<file path="src/rtl/int_mul_sched.sv">
// Round-robin scheduler that shares one iterative int_mul among NUM_REQ requesters.
// Optional WAIT watchdog enabled by defining INT_MUL_SCHED_TIMEOUT_EN.
module int_mul_sched #(
    parameter int NUM_REQ        = 4,
    parameter int TIMEOUT_CYCLES = 40
) (
    input  logic                    i_clk,
    input  logic                    i_rst,
    input  logic [NUM_REQ-1:0]      i_req_valid,
    output logic [NUM_REQ-1:0]      o_req_ready,
    input  logic [NUM_REQ*32-1:0]   i_req_a,
    input  logic [NUM_REQ*32-1:0]   i_req_b,
    output logic [NUM_REQ-1:0]      o_rsp_valid,
    input  logic [NUM_REQ-1:0]      i_rsp_ready,
    output logic [31:0]             o_rsp_result,
    output logic                    o_rsp_err,
    output logic                    o_busy,
    output logic                    o_mul_valid,
    output logic [31:0]             o_mul_a,
    output logic [31:0]             o_mul_b,
    input  logic                    i_mul_valid,
    input  logic [31:0]             i_mul_result,
    output logic                    o_mul_rst_n
);

    localparam int PW = (NUM_REQ > 2) ? $clog2(NUM_REQ) : 1;

    if (NUM_REQ < 2 || NUM_REQ > 8 || TIMEOUT_CYCLES < 1) begin : g_param_check
        $error("int_mul_sched: parameter out of range");
    end

    typedef enum logic [1:0] {
        S_IDLE  = 2'd0,
        S_ISSUE = 2'd1,
        S_WAIT  = 2'd2,
        S_RESP  = 2'd3
    } state_t;

    state_t          r_state;
    state_t          w_next;
    logic [PW-1:0]   r_rr_ptr;
    logic [PW-1:0]   r_grant;
    logic [31:0]     r_a;
    logic [31:0]     r_b;
    logic [31:0]     r_result;
    logic [PW-1:0]   w_pick_idx;
    logic [PW-1:0]   w_cand;
    logic            w_pick_found;
    logic            w_accept;
    logic            w_mul_done;
    logic            w_rsp_done;
    logic            w_timeout;

    function automatic logic [PW-1:0] wrap_inc(input logic [PW-1:0] base, input int off);
        int s;
        s = int'(base) + off;
        return PW'((s >= NUM_REQ) ? (s - NUM_REQ) : s);
    endfunction

    function automatic logic [NUM_REQ-1:0] onehot(input logic [PW-1:0] idx);
        logic [NUM_REQ-1:0] v;
        v      = {NUM_REQ{1'b0}};
        v[idx] = 1'b1;
        return v;
    endfunction

    // Round-robin pick: scan from the farthest offset down so the nearest valid requester wins.
    always_comb begin
        w_pick_found = 1'b0;
        w_pick_idx   = r_rr_ptr;
        w_cand       = r_rr_ptr;
        for (int i = NUM_REQ - 1; i >= 0; i--) begin
            w_cand = wrap_inc(r_rr_ptr, i);
            if (i_req_valid[w_cand]) begin
                w_pick_found = 1'b1;
                w_pick_idx   = w_cand;
            end else begin
                w_pick_found = w_pick_found;
                w_pick_idx   = w_pick_idx;
            end
        end
    end

    assign w_accept   = (r_state == S_IDLE) && w_pick_found && !i_rst;
    assign w_mul_done = (r_state == S_WAIT) && i_mul_valid;
    assign w_rsp_done = (r_state == S_RESP) && i_rsp_ready[r_grant];

`ifdef INT_MUL_SCHED_TIMEOUT_EN
    logic [15:0] r_wait_cnt;
    logic        r_err;
    logic        r_tmo_pulse;

    assign w_timeout = (r_state == S_WAIT) && !i_mul_valid
                       && (r_wait_cnt == 16'(TIMEOUT_CYCLES - 1));

    // Watchdog: counts WAIT cycles, raises error flag and a one-cycle int_mul reset on expiry.
    always_ff @(posedge i_clk) begin
        if (i_rst) begin
            r_wait_cnt  <= 16'd0;
            r_err       <= 1'b0;
            r_tmo_pulse <= 1'b0;
        end else begin
            r_wait_cnt  <= (r_state == S_WAIT) ? (r_wait_cnt + 16'd1) : 16'd0;
            r_tmo_pulse <= w_timeout;
            if (w_timeout) begin
                r_err <= 1'b1;
            end else if (w_rsp_done) begin
                r_err <= 1'b0;
            end else begin
                r_err <= r_err;
            end
        end
    end

    assign o_rsp_err   = r_err;
    assign o_mul_rst_n = ~i_rst & ~r_tmo_pulse;
`else
    assign w_timeout   = 1'b0;
    assign o_rsp_err   = 1'b0;
    assign o_mul_rst_n = ~i_rst;
`endif

    // State register.
    always_ff @(posedge i_clk) begin
        if (i_rst) begin
            r_state <= S_IDLE;
        end else begin
            r_state <= w_next;
        end
    end

    // Next-state logic.
    always_comb begin
        w_next = r_state;
        case (r_state)
            S_IDLE:  w_next = w_accept ? S_ISSUE : S_IDLE;
            S_ISSUE: w_next = S_WAIT;
            S_WAIT:  w_next = (w_mul_done || w_timeout) ? S_RESP : S_WAIT;
            S_RESP:  w_next = w_rsp_done ? S_IDLE : S_RESP;
            default: w_next = S_IDLE;
        endcase
    end

    // Datapath: operands stay frozen from accept until the next accept, so int_mul sees stable A/B.
    always_ff @(posedge i_clk) begin
        if (i_rst) begin
            r_a      <= 32'd0;
            r_b      <= 32'd0;
            r_result <= 32'd0;
            r_grant  <= {PW{1'b0}};
            r_rr_ptr <= {PW{1'b0}};
        end else begin
            if (w_accept) begin
                r_a     <= i_req_a[32*w_pick_idx +: 32];
                r_b     <= i_req_b[32*w_pick_idx +: 32];
                r_grant <= w_pick_idx;
            end else begin
                r_a     <= r_a;
                r_b     <= r_b;
                r_grant <= r_grant;
            end
            if (w_mul_done) begin
                r_result <= i_mul_result;
            end else if (w_timeout) begin
                r_result <= 32'd0;
            end else begin
                r_result <= r_result;
            end
            if (w_rsp_done) begin
                r_rr_ptr <= wrap_inc(r_grant, 1);
            end else begin
                r_rr_ptr <= r_rr_ptr;
            end
        end
    end

    // Output decode.
    always_comb begin
        o_req_ready = {NUM_REQ{1'b0}};
        o_rsp_valid = {NUM_REQ{1'b0}};
        o_mul_valid = 1'b0;
        o_busy      = 1'b0;
        case (r_state)
            S_IDLE: begin
                o_req_ready = w_accept ? onehot(w_pick_idx) : {NUM_REQ{1'b0}};
            end
            S_ISSUE: begin
                o_mul_valid = 1'b1;
                o_busy      = 1'b1;
            end
            S_WAIT: begin
                o_busy      = 1'b1;
            end
            S_RESP: begin
                o_rsp_valid = onehot(r_grant);
                o_busy      = 1'b1;
            end
            default: begin
                o_busy      = 1'b0;
            end
        endcase
    end

    assign o_mul_a      = r_a;
    assign o_mul_b      = r_b;
    assign o_rsp_result = r_result;

endmodule

</file>
<file path="config.mk">
export PLATFORM = sky130hd
export DESIGN_NAME = int_mul_sched
export DESIGN_NICKNAME = d
export VERILOG_FILES = /design/src/rtl/int_mul_sched.sv
export SDC_FILE = /design/constraint.sdc
export NUM_CORES = 1
export LEC_CHECK = 0
export BUFFER_PORTS_ARGS = -buffer_cell sky130_fd_sc_hd__buf_2
export CAP_MARGIN = 20
export CORE_AREA = 10 10 149 151
export DETAILED_ROUTE_END_ITERATION = 10
export DIE_AREA = 0 0 159 161
export HOLD_SLACK_MARGIN = 0.12
export SLEW_MARGIN = 30
export SYNTH_ARGS = -nofsm -noshare
export SYNTH_HDL_FRONTEND = slang
export SYNTH_SLANG_ARGS = --single-unit
</file>
<file path="constraint.sdc">
create_clock -name i_clk -period 1.8 [get_ports i_clk]
set_input_delay 0.45 -clock i_clk [delete_from_list [all_inputs] [get_ports i_clk]]
set_output_delay 0.45 -clock i_clk [all_outputs]
set_load 0.01 [all_outputs]
</file>
==> results of run 1 <==
## metal layers
layer  track usage [%]  vias up  wire length, µm
met1              20.1     2782            10000
met4              3.45        0              233
met2              31.1      253            13400
li1                  -     2897                -
met3              5.59       14             1950
met5                 0        -                0
## how the worst max path moves through the flow
stage	startpoint	end	cells after the start
6_report	r_rr_ptr[0]	o_req_ready[3]	6
5_1_grt	r_rr_ptr[1]	o_req_ready[3]	7
4_1_cts	r_rr_ptr[0]	o_req_ready[3]	6
3_5_place_dp	i_req_valid[2]	o_mul_b[2]	8
3_3_place_gp	i_req_valid[2]	o_mul_b[2]	8
2_1_floorplan	i_req_valid[3]	o_req_ready[3]	7
## final cells by class
| type | instances | area (µm²) | share of cell area [%] |
|---|---|---|---|
| inverter | 7 | 26.3 | 0.291 |
| timing repair buffer | 469 | 3000 | 33.2 |
| clock inverter | 7 | 78.8 | 0.872 |
| tap | 265 | 332 | 3.67 |
| sequential | 102 | 2050 | 22.7 |
| clock buffer | 9 | 225 | 2.49 |
| multi-input combinational | 402 | 3320 | 36.7 |
## logic make-up (layout without fill, tap and decap cells)
family          Yosys count  in the layout  share of synthesized area, %
mux                     132            132                          25.6
compound gates          106            106                          15.1
fa+ha+maj                 4              4                         0.962
flops                   102            102                          39.2
buf+inv                  57            492                          6.61
simple gates            159            159                          12.4
other cells               1              1                        0.0720
## power by group
group	switching (mW)	internal, mW
sequential	0.144	2.52
clock	0.989	0.989
combinational	1.15	1.21
## what timing repair did
action | 4_1_cts | 5_1_grt
pin swaps | 2 | 40
setup buffers | 1 | 11
resized for setup | 19 | 88
setup endpoints to repair | 54 | 70
hold buffers | 0 | 0
cloned | 1 | 13
## cell usage in the layout, fill, tap and decap left out, drive strengths merged
cell type / n
a211o: 1
dfxtp: 102
a221o: 1
buf: 458
clkinv: 4
nand2b: 4
o21ai: 1
a21oi: 35
ha: 4
inv: 10
nand2: 130
a31oi: 3
and3: 5
mux2i: 131
a221oi: 1
nor2: 13
o221ai: 64
nand3b: 2
clkbuf: 20
mux4: 1
nand3: 1
nor3b: 1
conb: 1
and2: 1
nor2b: 1
and3b: 1
## worst max-delay path: cells and delay by family, from the launching register on
kind | cells | cell delay (ns)
AOI/OAI and AO/OA | 2 | 0.47
buffers and inverters | 2 | 0.26
and+or+nand+nor | 2 | 0.21
DFF | 1 | 0.36
## state kept, by name (all words and copies together) (netlist names)
| name | count |
|---|---|
| o_mul_a | 32 |
| o_mul_b | 32 |
| o_rsp_result | 32 |
| r_grant | 2 |
| r_rr_ptr | 2 |
| r_state | 2 |
## through the flow
step           cell area (µm²)  util, %  hold slack, ns  worst slack, ns  TNS, ns
2_1_floorplan             5290        -           0.481           -0.102   -0.355
6_report                  9040     47.1           0.325           -0.304    -5.33
4_1_cts                   8180     42.6           0.307           -0.307    -7.09
5_1_grt                   9040     47.1           0.319           -0.387    -9.84
3_5_place_dp              7750     40.3           0.442           -0.433   -17.34
3_3_place_gp              7750     40.3           0.438           -0.405   -15.37
==> results.py, run 1 <==
metrics = {
    "run_status": {
        "status": "finished, violations left",
        "violations": "negative setup slack",
    },
    "critical_path": {
        "worstPathRequired_ns": 1.35,
        "max_stage_delay_ns": 0.40,
        "path_class": "flop to output pin",
        "setup.worst_path.start_class": "flop",
        "arrival_ns": 1.65,
        "crit_fanout": 4,
        "r2r-start": "r_rr_ptr[0]",
        "end_kind": "output pin",
        "reg2regPathDepth": 9,
        "slowest_stage": "a221o_4",
        "reg2reg_to": "o_mul_b[19]",
        "crit_chain": "nand2b_4 -> o21ai_2 -> a221o_4 -> buf_12 -> nor2_4 -> buf_6",
        "ff2ff_setup_slack_ns": -0.19,
    },
    "logic_synthesis": {
        "synth_area_leader_cell": "dfxtp_1",
        "synth_nets": 864,
        "async_flop_share_pct": 0,
        "yosysSeqAreaShare_pct": 39.2,
        "yosys-top-cells-area": "dfxtp_1 39%, mux2i_1 25%, o221ai_1 11%, nand2_1 9.4%, a21oi_1 3.4%",
        "synth_common_cells": "131 x mux2i_1, 130 x nand2_1, 102 x dfxtp_1",
        "synth_area_per_cell_um2": 9.28,
        "synth.ff_latch_count": 102,
        "syn-cell-area_mm2": 0.00520,
        "synthDistinctLibCells": 29,
        "synth_edf_count": 0,
        "syn_inst": 561,
        "synth_top_area_share_pct": 39.2,
        "yosysWarnings": 0,
        "synth_flop_cell": "dfxtp_1",
        "yosysMostFrequentCell": "mux2i_1",
    },
    "floorplan": {
        "die_h_um": 161,
        "core_mm2": 0.0192,
        "die_x_um": 159,
        "placementRows": 51,
        "die_area_mm2": 0.0256,
        "io_pins": 407,
        "initial_core_util_pct": 27.1,
    },
    "layout": {
        "antenna_cells": 0,
        "final-instance-count-excl-fill": 1261,
        "drive_gt1_share_pct": 55.7,
        "fillers": 1867,
        "finalNetCount": 1294,
        "synthToLayoutAreaGrowth_pct": 73.7,
    },
    "cts": {
        "cts-htree-levels": 3,
        "cts_root_buffer": "clkbuf_16",
        "tritoncts": "yes",
        "cts_buffer_depth": 2,
        "clock_latency_ns": 0.35,
        "cts.reportedPaths.clkPinSlew_ns": 0.08,
        "cts_buffers": 9,
        "cts_sinks": 102,
    },
    "pwr": {
        "power.density_mw_per_mm2": 774,
        "p_leak_nw": 4.64,
        "max-vdd-ir-drop_mv": 0.420,
        "finalPower_mw": 7.00,
    },
    "routing": {
        "first_pass_iters": 4,
        "drt_wl_total_mm": 25.6,
        "drtAntennaViolNets": 0,
        "vias_per_cell": 4.72,
        "drc": 0,
        "vias": 5946,
        "detail_route.wl_per_cell_um": 20.3,
        "dr.first_iter.drc_count": 282,
    },
    "sta": {
        "setup_ws_ns": -0.304,
        "final-setup-viol-count": 62,
        "final-hold-violation-count": 0,
        "fin_skew_ns": 0.0102,
        "layout_min_cycle_time_ns": 2.10,
        "fmax_mhz": 475,
        "slew_violations": 0,
        "rsz0062_at_grt": "yes",
        "period_share_pct": 117,
    },
    "placed_design": {
        "gp_congestion": 0.834,
        "dp.cells": 1220,
        "dp_hpwl_mm": 19.2,
        "io_buffers": 405,
    },
    "global_route": {
        "grt_start_max_net_pins": 50,
        "grt_pass1_wl_mm": 36.0,
        "grt_antenna_before_repair": 0,
        "first_global_vias": 6133,
        "grt_usage_pct": 17.5,
        "grt.overflow.total": 0,
    },
    "worst_hold_path": {
        "hold-path-endpoint": "o_rsp_result[31]",
        "holdPathStages": 3,
        "hold_path.startpoint": "i_mul_result[31]",
        "min_path_type": "primary input to flop",
    },
    "run": {
        "maxCapViolations": 0,
    },
}
Note: power is estimated with default switching activity, not from simulation.
==> inputs of run 2 (changes only) <==
Settings changed: CORE_AREA 10 10 149 151 to 10 10 151 153, DIE_AREA 0 0 159 161 to 0 0 161 163.
==> results.py, run 2 (synthesized netlist as in run 1, its figures left out) <==
metrics = {
    "run_status": {
        "status": "finished, violations left",
        "violations": "negative setup slack",
    },
    "sta": {
        "slew_violations": 0,
        "fmax_mhz": 481,
        "final-hold-violation-count": 0,
        "period_share_pct": 115,
        "final-setup-viol-count": 66,
        "layout_min_cycle_time_ns": 2.08,
        "rsz0062_at_grt": "yes",
        "fin_skew_ns": 0.00883,
        "setup_ws_ns": -0.279,
        "fin_tns_setup_ns": -8.93,
    },
    "pwr": {
        "max-vdd-ir-drop_mv": 0.414,
        "power.density_mw_per_mm2": 803,
        "p_leak_nw": 4.57,
    },
    "critical_path": {
        "r2r-start": "r_rr_ptr[0]",
        "arrival_ns": 1.63,
        "setup.worst_path.start_class": "flop",
        "worstPathRequired_ns": 1.35,
        "ff2ff_setup_slack_ns": -0.24,
        "reg2reg_to": "o_mul_a[31]",
        "path_class": "flop to output pin",
        "crit_fanout": 4,
        "end_kind": "output pin",
        "reg2regPathDepth": 8,
    },
    "floorplan": {
        "placementRows": 52,
        "initial_core_util_pct": 26.1,
        "die_x_um": 161,
        "die_h_um": 163,
        "io_pins": 407,
        "die_area_mm2": 0.0262,
        "core_mm2": 0.0199,
    },
    "global_route": {
        "first_global_vias": 6180,
        "grt_start_max_net_pins": 38,
        "grt_usage_pct": 17.0,
        "grt.overflow.total": 0,
        "grt_antenna_before_repair": 1,
        "grt_pass1_wl_mm": 35.5,
    },
    "placed_design": {
        "dp_hpwl_mm": 19.3,
        "dp_slack_ns": -0.289,
        "gp_congestion": 0.892,
        "io_buffers": 405,
    },
    "routing": {
        "detail_route.wl_per_cell_um": 18.9,
        "dr.first_iter.drc_count": 282,
        "drc": 0,
        "drt_wl_total_mm": 23.9,
        "drtAntennaViolNets": 0,
        "vias": 5768,
        "first_pass_iters": 4,
        "vias_per_cell": 4.56,
    },
    "cts": {
        "tritoncts": "yes",
        "cts_root_buffer": "clkbuf_16",
        "cts.reportedPaths.clkPinSlew_ns": 0.08,
        "clock_latency_ns": 0.35,
        "cts_buffer_depth": 2,
        "cts_sinks": 102,
        "cts-htree-levels": 3,
        "holdBufCountCts": 0,
        "cts_buffers": 9,
    },
    "worst_hold_path": {
        "holdPathStages": 3,
        "hold-path-endpoint": "o_rsp_result[29]",
        "hold_path.startpoint": "i_mul_result[29]",
        "min_path_type": "primary input to flop",
    },
    "layout": {
        "final_common_cell": "buf_2",
        "layout_common_cells": "401 x buf_2, 128 x nand2_1, 115 x mux2i_1",
        "finalNetCount": 1291,
        "synthToLayoutAreaGrowth_pct": 63.4,
        "drive_gt1_share_pct": 52.6,
    },
    "run": {
        "maxCapViolations": 0,
    },
}
## run 2: worst max-delay path: stages (launching register included)
cell and delay (ns):
dfxtp_4 0.37, nand2b_4 0.15, o21ai_4 0.07, a221o_4 0.37
buf_12 0.14, nor2_4 0.07, buf_6 0.11
## run 2: layer usage
| layer | vias up | GRT usage, % | part of all wire (%) |
|---|---|---|---|
| met2 | 239 | 30.4 | 51 |
| met3 | 21 | 6.22 | 8.5 |
| met4 | 0 | 4.43 | 1.4 |
| li1 | 2886 | - | - |
| met5 | - | 0 | 0 |
| met1 | 2622 | 18.7 | 39 |
## run 2: layout make-up
cell class | instances | area [µm²]
clock buffer | 9 | 225
inverter | 7 | 26.3
antenna | 1 | 2.50
sequential | 102 | 2060
timing repair buffer | 466 | 2770
clock inverter | 7 | 88.8
multi-input combinational | 402 | 3000
fill | 1988 | 11400
tap | 270 | 338
## run 2: report_power, final
part           switching (mW)  internal [mW]  leakage (nW)
Combinational            1.04           1.07          3.58
Sequential              0.132           2.52         0.840
Clock                   0.959           1.12         0.152
Total                    2.13           4.70          4.57
## run 2: through the flow
stage / power [mW] / util (%) / area (µm²) / std cells / hold slack [ns]
2_1_floorplan: 3.69 / - / 5290 / 561 / 0.481
3_3_place_gp: 4.66 / 39.3 / 7830 / 1236 / 0.439
3_5_place_dp: 4.68 / 39.3 / 7830 / 1236 / 0.441
4_1_cts: 6.91 / 42.1 / 8390 / 1261 / 0.300
5_1_grt: 7.22 / 42.7 / 8510 / 1264 / 0.315
6_report: 6.84 / 42.7 / 8510 / 1264 / 0.324
## run 2: repair_timing
item                                   CTS  global route
setup endpoints to repair               66            71
buffers inserted                         7             2
gates resized for setup                 26            27
pin swaps                                8            14
endpoints found under the hold margin    0             0
cloned                                   3             0
## run 2: how the worst max path moves through the flow
stage | from | end | slack (ns) | depth (start not counted)
floorplan | i_req_valid[3] | o_req_ready[3] | -0.10 | 7
global placement | i_req_valid[2] | o_req_ready[3] | -0.25 | 7
detailed placement | i_req_valid[2] | o_mul_b[15] | -0.29 | 8
CTS | r_rr_ptr[0] | o_req_ready[3] | -0.31 | 6
global route | r_rr_ptr[0] | o_req_ready[3] | -0.36 | 7
finish | r_rr_ptr[0] | o_req_ready[3] | -0.28 | 6
